`config.mk`:
```
export PLATFORM = sky130hd
export DESIGN_NAME = arb_rr_4
export DESIGN_NICKNAME = d
export VERILOG_FILES = /design/src/rtl/arb_pkg.sv /design/src/rtl/decod_2x4.sv /design/src/rtl/arb_rr_4.sv
export SDC_FILE = /design/constraint.sdc
export NUM_CORES = 1
export LEC_CHECK = 0
export BUFFER_PORTS_ARGS = -buffer_cell sky130_fd_sc_hd__buf_2
export CAP_MARGIN = 15
export CORE_ASPECT_RATIO = 1.1
export CORE_MARGIN = 2
export CORE_UTILIZATION = 55
export DETAILED_ROUTE_END_ITERATION = 6
export PLACE_DENSITY_LB_ADDON = 0.25
export SYNTH_ARGS = -nofsm -noshare
export SYNTH_HDL_FRONTEND = slang
export SYNTH_SLANG_ARGS = --single-unit
```
`constraint.sdc`:
```
create_clock -name clk -period 5.9 [get_ports clk]
set_input_delay 0.295 -clock clk [delete_from_list [all_inputs] [get_ports clk]]
set_output_delay 0.295 -clock clk [all_outputs]
set_load 0.05 [all_outputs]
```
`src/rtl/arb_pkg.sv`:
```
// Shared definitions for the four-requester round-robin arbiter.
package arb_pkg;

    localparam int N_REQ = 4;
    localparam int IDX_W = 2;

    typedef enum logic {
        ST_IDLE  = 1'b0,
        ST_GRANT = 1'b1
    } state_e;

    // Round-robin pick. Scans (last+1) .. (last+4) mod N_REQ and returns
    // {found, idx} for the first requester that is asserted and not masked.
    function automatic logic [IDX_W:0] rr_pick(
        input logic [N_REQ-1:0] req,
        input logic [IDX_W-1:0] last,
        input logic [N_REQ-1:0] mask
    );
        logic [N_REQ-1:0] cand;
        logic [IDX_W:0]   res;
        logic [IDX_W-1:0] idx;
        cand = req & ~mask;
        res  = '0;
        for (int k = 1; k <= N_REQ; k++) begin
            // 2-bit addition wraps naturally, giving the mod-4 scan order.
            idx = last + IDX_W'(k);
            if (!res[IDX_W] && cand[idx]) begin
                res = {1'b1, idx};
            end
        end
        return res;
    endfunction

endpackage

```
`src/rtl/decod_2x4.sv`:
```
// 2-to-4 line decoder: A is the MSB, B the LSB; exactly one Y output is high.
module decod_2x4 (
    input  logic A,
    input  logic B,
    output logic Y0,
    output logic Y1,
    output logic Y2,
    output logic Y3
);

    // Plain AND-plane decode of the two select bits.
    always_comb begin
        Y0 = ~A & ~B;
        Y1 = ~A &  B;
        Y2 =  A & ~B;
        Y3 =  A &  B;
    end

endmodule

```
`src/rtl/arb_rr_4.sv`:
```
// Four-requester round-robin arbiter with a per-grant hold limit.
// The owner is held as a 2-bit index; the one-hot grant is that index
// decoded and gated by gnt_valid. All state and outputs are registered,
// so a request sampled at one edge shows up as a grant right after it.
module arb_rr_4
    import arb_pkg::*;
#(
    parameter int MAX_HOLD = 8,
    parameter int CNT_W    = 4
) (
    input  logic             clk,
    input  logic             rst,
    input  logic             en,
    input  logic [N_REQ-1:0] req,
    output logic [N_REQ-1:0] gnt,
    output logic [IDX_W-1:0] gnt_idx,
    output logic             gnt_valid,
    output logic             preempt
);

    // The hold counter must be able to represent MAX_HOLD-1.
    if (MAX_HOLD < 0 || (2 ** CNT_W) <= MAX_HOLD) begin : g_cnt_w_check
        $error("arb_rr_4: CNT_W too small for MAX_HOLD (need 2**CNT_W > MAX_HOLD)");
    end

    // Last count value before a timeout; with preemption disabled the
    // counter simply saturates at all-ones.
    localparam logic [CNT_W-1:0] HOLD_LAST = (MAX_HOLD == 0) ? '0 : CNT_W'(MAX_HOLD - 1);
    localparam logic [CNT_W-1:0] HOLD_SAT  = (MAX_HOLD == 0) ? '1 : HOLD_LAST;

    state_e           state_q,   state_d;
    logic [IDX_W-1:0] idx_q,     idx_d;
    logic             valid_q,   valid_d;
    logic             preempt_q, preempt_d;
    logic [CNT_W-1:0] cnt_q,     cnt_d;
    logic [IDX_W-1:0] last_q,    last_d;

    logic [IDX_W:0]   pick_all;
    logic [IDX_W:0]   pick_oth;
    logic [N_REQ-1:0] own_mask;
    logic             owner_req;
    logic             timeout;
    logic [N_REQ-1:0] dec_y;

    // Candidate winners: one over all requesters (fresh grant from IDLE),
    // one with the current owner masked out (handoff and preemption).
    always_comb begin
        own_mask  = N_REQ'(1) << idx_q;
        owner_req = req[idx_q];
        pick_all  = rr_pick(req, last_q, '0);
        pick_oth  = rr_pick(req, last_q, own_mask);
        timeout   = (MAX_HOLD != 0) && (cnt_q == HOLD_LAST);
    end

    // Next-state logic: grant, hold, handoff, preemption and the hold counter.
    always_comb begin
        state_d   = state_q;
        idx_d     = idx_q;
        valid_d   = valid_q;
        preempt_d = 1'b0;
        cnt_d     = cnt_q;
        last_d    = last_q;
        case (state_q)
            ST_IDLE: begin
                valid_d = 1'b0;
                cnt_d   = '0;
                if (en && pick_all[IDX_W]) begin
                    state_d = ST_GRANT;
                    idx_d   = pick_all[IDX_W-1:0];
                    last_d  = pick_all[IDX_W-1:0];
                    valid_d = 1'b1;
                end
            end
            ST_GRANT: begin
                if (!owner_req) begin
                    // A drop wins over a coincident timeout: no preempt pulse.
                    if (en && pick_oth[IDX_W]) begin
                        idx_d  = pick_oth[IDX_W-1:0];
                        last_d = pick_oth[IDX_W-1:0];
                        cnt_d  = '0;
                    end else begin
                        state_d = ST_IDLE;
                        valid_d = 1'b0;
                        cnt_d   = '0;
                    end
                end else if (timeout && en && pick_oth[IDX_W]) begin
                    idx_d     = pick_oth[IDX_W-1:0];
                    last_d    = pick_oth[IDX_W-1:0];
                    cnt_d     = '0;
                    preempt_d = 1'b1;
                end else if (cnt_q != HOLD_SAT) begin
                    cnt_d = cnt_q + CNT_W'(1);
                end
            end
            default: begin
                state_d = ST_IDLE;
                valid_d = 1'b0;
                cnt_d   = '0;
            end
        endcase
    end

    // State register; reset leaves requester 0 with top priority (last = 3).
    always_ff @(posedge clk or posedge rst) begin
        if (rst) begin
            state_q   <= ST_IDLE;
            idx_q     <= '0;
            valid_q   <= 1'b0;
            preempt_q <= 1'b0;
            cnt_q     <= '0;
            last_q    <= '1;
        end else begin
            state_q   <= state_d;
            idx_q     <= idx_d;
            valid_q   <= valid_d;
            preempt_q <= preempt_d;
            cnt_q     <= cnt_d;
            last_q    <= last_d;
        end
    end

    decod_2x4 u_dec (
        .A  (idx_q[1]),
        .B  (idx_q[0]),
        .Y0 (dec_y[0]),
        .Y1 (dec_y[1]),
        .Y2 (dec_y[2]),
        .Y3 (dec_y[3])
    );

    // Outputs come straight from registers; gnt is forced to zero when idle.
    always_comb begin
        gnt       = dec_y & {N_REQ{valid_q}};
        gnt_idx   = idx_q;
        gnt_valid = valid_q;
        preempt   = preempt_q;
    end

endmodule
```
After elaboration in Yosys (flattened, before gate mapping):

Cells that the tools add are included.

* $add $sub $neg: 4
* multiply operators: 0
* div/mod/pow operators: 0
* magnitude comparators: 5
* equality and inequality tests: 8
* shifts and indexed selects: 1
* muxes and demuxes: 45
* bitwise gates (word level): 10
* reduce and logical (&&, ||, !) cells: 18

Operators with widths (number)
* 3-bit two-way mux: 8
* 1-bit binary-select mux with 2-bit select: 9
* 1-bit two-way mux: 17
* 2-bit by 3-bit < comparator with 1-bit output, second input constant: 5
* 4-bit two-way mux: 3
* 1-bit logical AND: 10
* 4-bit bitwise AND: 2
* 2-bit two-way mux: 4
* 4-bit case mux with 2 select lines: 1
* 1-bit zero test: 6
* 2-bit inequality test, second input constant: 3
* 2-bit adder, second input constant: 2
* 4-bit by 1-bit adder with 4-bit output, second input constant: 1
* 1-bit bitwise AND: 4
* 4-bit by 3-bit == test with 1-bit output, second input constant: 1
* 4-bit by 2-bit inequality test with 1-bit output, second input constant: 1
* 4-bit by 3-bit inequality test with 1-bit output, second input constant: 1
* 4-bit inverter: 1
* 1-bit case mux with 2 select lines: 2
* 2-bit case mux with 2 select lines: 1
* 1-bit by 2-bit left shift with 4-bit output, first input constant: 1
* 3-bit by 1-bit inequality test with 1-bit output, second input constant: 1
* 3-bit by 2-bit inequality test with 1-bit output, second input constant: 1
* 1-bit inverter: 3
* 3 further kinds: 3

* flip-flop bits (word level): 11
* bits in latches: 0
* memory bits (writable): 0
* memory bits (read-only): 0
* input bits: 7
* output and inout port bits: 8
* logic and storage cells: 97
* memories kept: 0

Longest topological paths before layout:

* depth in word-level cells: 19
* depth in mapped cells: 8

By module:

From an unflattened synthesis, not the netlist that was laid out.

* cell total of the unflattened synthesis: 107
* area total of the unflattened synthesis: 935.9 sq um

Modules (own cells, without submodules)
* arb_rr_4: times used 1, cells an instance 103, area each 909.6 sq um
* decod_2x4: times used 1, cells an instance 4, area each 26.3 sq um

Least setup slack after synthesis:

OpenSTA, ideal clock, no wires.

* path kind: reg-to-output
* start point: register idx_q[0] (netlist: gnt_idx[0])
* end point: output gnt[0]
* arrival: 1.849 ns
* required time: 5.605 ns
* path slack: 3.756 ns
* cell stages (with the launch flop): 4
* buffers on the path: 2
* cells stage by stage: dfrtp_1 -> clkbuf_1 -> buf_1 -> nor3_1

* cells in the longest elaborated chain, start to end: 3

RTL lines
* start, declared: RTL line arb_rr_4.sv:32 `logic [IDX_W-1:0] idx_q, idx_d;`
* start signal, assigned: RTL line arb_rr_4.sv:114 `idx_q <= idx_d;`
* 1-bit inverter: RTL line decod_2x4.sv:13 `Y0 = ~A & ~B;`
* 1-bit bitwise AND: RTL line decod_2x4.sv:13
* 4-bit bitwise AND: RTL line arb_rr_4.sv:133 `gnt = dec_y & {N_REQ{valid_q}};`
* end, declared: RTL line arb_rr_4.sv:15 `output logic [N_REQ-1:0] gnt,`

No other way between the ends.

Final worst setup path:

* start point: register idx_q[1] (netlist: gnt_idx[1])
* end point: register idx_q[0] (netlist: gnt_idx[0])

* cells in the longest elaborated chain, start to end: 18

RTL lines
* 1-bit by 2-bit left shift with 4-bit output: RTL line arb_rr_4.sv:48 `own_mask = N_REQ'(1) << idx_q;`
* 4-bit inverter: RTL line arb_pkg.sv:22 `cand = req & ~mask;`
* 4-bit bitwise AND: RTL line arb_pkg.sv:22
* 1-bit binary-select mux with 2-bit select: RTL line arb_pkg.sv:27 `if (!res[IDX_W] && cand[idx]) begin`
* 1-bit two-way mux (implied by the code): RTL line arb_pkg.sv:27
* 3-bit two-way mux: RTL line arb_pkg.sv:27
* 1-bit zero test: RTL line arb_pkg.sv:27
* 1-bit logical AND: RTL line arb_pkg.sv:27
* [... 2 more ...]
* 1-bit logical AND: RTL line arb_pkg.sv:27
* 3-bit two-way mux: RTL line arb_pkg.sv:27
* 1-bit zero test: RTL line arb_pkg.sv:27
* 1-bit logical AND: RTL line arb_pkg.sv:27
* 3-bit two-way mux: RTL line arb_pkg.sv:27
* 2-bit two-way mux, or another cell as far along: RTL line arb_rr_4.sv:77 `if (en && pick_oth[IDX_W]) begin`
* 2-bit two-way mux, or another cell as far along: RTL line arb_rr_4.sv:75 `if (!owner_req) begin`
* 2-bit case mux with 2 select lines / 3-bit AND reduction (equally long branches)

Parallel ways exist; a longest one is shown, timed or not. The select of a mux whose other input is x is not followed.
A chain may end at the register's enable or synchronous reset.

==> results_dict.tcl <==
set metrics [dict create \
    avgRoutedWirePerCell_um 15.0 \
    cts_hold_buf 0 \
    hold_ws_ns -0.00553 \
    core_um2 1780 \
    worstHoldPathType "input pin to asynchronous set/reset pin" \
    grt_util_all_layers_pct 23.2 \
    post-dp-hpwl_mm 1.69 \
    arrival_ns 2.51 \
    min_period_over_period_pct 39.7 \
    ir_drop_uv 330 \
    cts.sinks 11 \
    cp_common_cell "mux2_1" \
    vias 1031 \
    cp_num_buf_inv 0 \
    final_cells 159 \
    synth_fp_nets 144 \
    layout_min_cycle_time_ns 2.34 \
    rsz0062_at_grt "no" \
    startpoint_type "flip-flop" \
    num_rows 16 \
    dr.pass1.iters 4 \
    postCtsSetupRepairBufs 0 \
    crit_type "flip-flop to flip-flop" \
    synth.distinct_cells 47 \
    finalClockSkew_ns 0.00885 \
    clock_path_buffers 2 \
    worstPathRequired_ns 6.06 \
    ys_warn_count 0 \
    post-synth-top-area-fraction_pct 21.5 \
    finalSetupViolations 0 \
    h-tree-depth 1 \
    dieArea_um2 2270 \
    antenna_found_initial 0 \
    chipHeight_um 49.8 \
    die_w_um 45.6 \
    gp_congestion 0.838 \
    leakage_nw 0.497 \
    yosys.area.top_type "dfrtp_1" \
    setup_tns_ns 0 \
    insertion_delay_ns 0.27 \
    layout_common_cells "nor2_1, buf_2, a21oi_1" \
    grt_max_degree 22 \
    ant_nets 0 \
    tritoncts "done" \
    totalWireLength_mm 2.38 \
    violations "hold timing" \
    fillCellCount 164 \
    io_buffers 14 \
    vias_per_cell 6.48 \
    finalNetCount 150 \
    start_util_pct 58.8 \
    synth.avg_cell_area_um2 7.71 \
    n_antenna_cell 0 \
    finalHoldViolCount 5 \
    max_cap_violations 0 \
    synth.area.top_cells "dfrtp_1, mux2i_1, nand2b_1, dfstp_2, nor2_1" \
    max_freq_ghz 0.427 \
    clkSlewWorstSetupHoldPaths_ns 0.08 \
    synth_seq_cells 11 \
    max_stage_delay_ns 0.64 \
    drt_iter0_markers 38 \
    drive_above_1_share_pct 18.4 \
    ys_async_sr_fraction_pct 100 \
    netlist_area_um2 1050 \
    worst_path_max_delay_cell "dfrtp_1" \
    status "finished with violations" \
    area_delta_synth_final_pct 5.25 \
    post-place-cells 155 \
    path_delay_family "multiplexers" \
    drc 0 \
    power_mw 0.586 \
    cp_cell_sequence "mux2_1 > or4_1 > o311ai_1 > or3_1 > a21oi_2 > mux2_1" \
    worstMarginPinSlew_ns 0.581 \
    synth-edff-count 0 \
    slew_headroom_pct 61.2 \
    endpoint_kind "flip-flop" \
    synth_flop_cell "dfrtp_1" \
    grt_overflow 0 \
    path_max_fanout 14 \
    powerDensity_nw_per_um2 531 \
    numCtsBuffers 3 \
    finish.utilization_pct 61.9 \
    cts_resized 0 \
    ys_seq_area_share_pct 26.5 \
    grt_pass1_wl_mm 3.89 \
    cts-root-buf "clkbuf_4" \
    ioPinCount 15 \
    synthCells 136 \
    maxSlewViolCount 0 \
    first_global_vias 879 \
]
sequential cells by signal, indices dropped and copies added, names as in the netlist:
signal,count
gnt_valid,1
state_q,1
last_q,2
preempt,1
cnt_q,4
gnt_idx,2
power by group:
| group | total [mW] | switching, mW | internal [mW] |
|---|---|---|---|
| sequential | 0.189 | 0.0805 | 0.108 |
| clock | 0.0511 | 0.0260 | 0.0251 |
| combinational | 0.346 | 0.212 | 0.135 |
| total | 0.586 | 0.318 | 0.268 |
metrics by stage:
step	cell area (um^2)	setup slack, ns
floorplan	1050	3.76
global placement	1080	3.64
detailed placement	1080	3.57
CTS	1100	3.55
global route	1100	3.42
finish	1100	3.56
cell families (layout without fill, tap and decap cells):
logic type               count (synthesis)  count (layout)  share of synthesized area (%)
XOR/XNOR                                 1               1                          0.835
adder cells (fa/ha/maj)                  1               1                           1.19
flip-flops                              11              11                           26.5
AO/OA/AOI/OAI                           41              41                           27.2
multiplexers                            10              10                           10.0
AND/OR/NAND/NOR                         52              52                           25.5
buffers and inverters                   20              25                           8.71
cells in the mapped netlist (2+ instances only):
master,n
buf_4,2
o221ai_1,2
o21ai_0,7
nor2_1,14
a31oi_1,2
or2_2,2
nand2_1,7
nand3_1,3
a21oi_1,10
a21boi_0,2
dfrtp_1,9
o211ai_1,2
and2_1,2
inv_1,7
nor2b_1,2
nand4_1,3
or4_1,2
buf_1,2
mux2i_1,6
or3_1,2
dfstp_2,2
mux2_1,3
nor3_1,5
clkbuf_1,7
nand2b_1,9
routing by layer:
| layer | GRT usage, % | share of wire (%) |
|---|---|---|
| met1 | 32.9 | 47 |
| met3 | 6.59 | 5.1 |
| met2 | 34.0 | 47 |
| met4 | 5.88 | 0.25 |
| met5 | 0 | 0 |
area by class of cell:
cell class                      instances  area (um^2)  share of cell area, %
Multi-Input combinational cell        105          679                   61.6
Sequential cell                        11          278                   25.2
Timing Repair Buffer                   14         70.1                   6.35
Inverter                                7         26.3                   2.38
Clock buffer                            3         22.5                   2.04
Tap cell                               18         22.5                   2.04
Clock inverter                          1         5.00                  0.454
path summary, 6_finish.rpt:
kind                                  from          to  slack, ns  cells after the start
worst max-delay path            gnt_idx[1]  gnt_idx[0]       3.56                      6
worst min-delay path                   rst    cnt_q[3]     -0.006                      2
worst max register to register  gnt_idx[1]  gnt_idx[0]       3.56                      6
worst min register to register    cnt_q[2]    cnt_q[2]       0.51                      1
max in group asynchronous              rst   last_q[1]       5.58                      2
min in group clk                        en     state_q       0.37                      3
(Power assumes the default switching activity.)
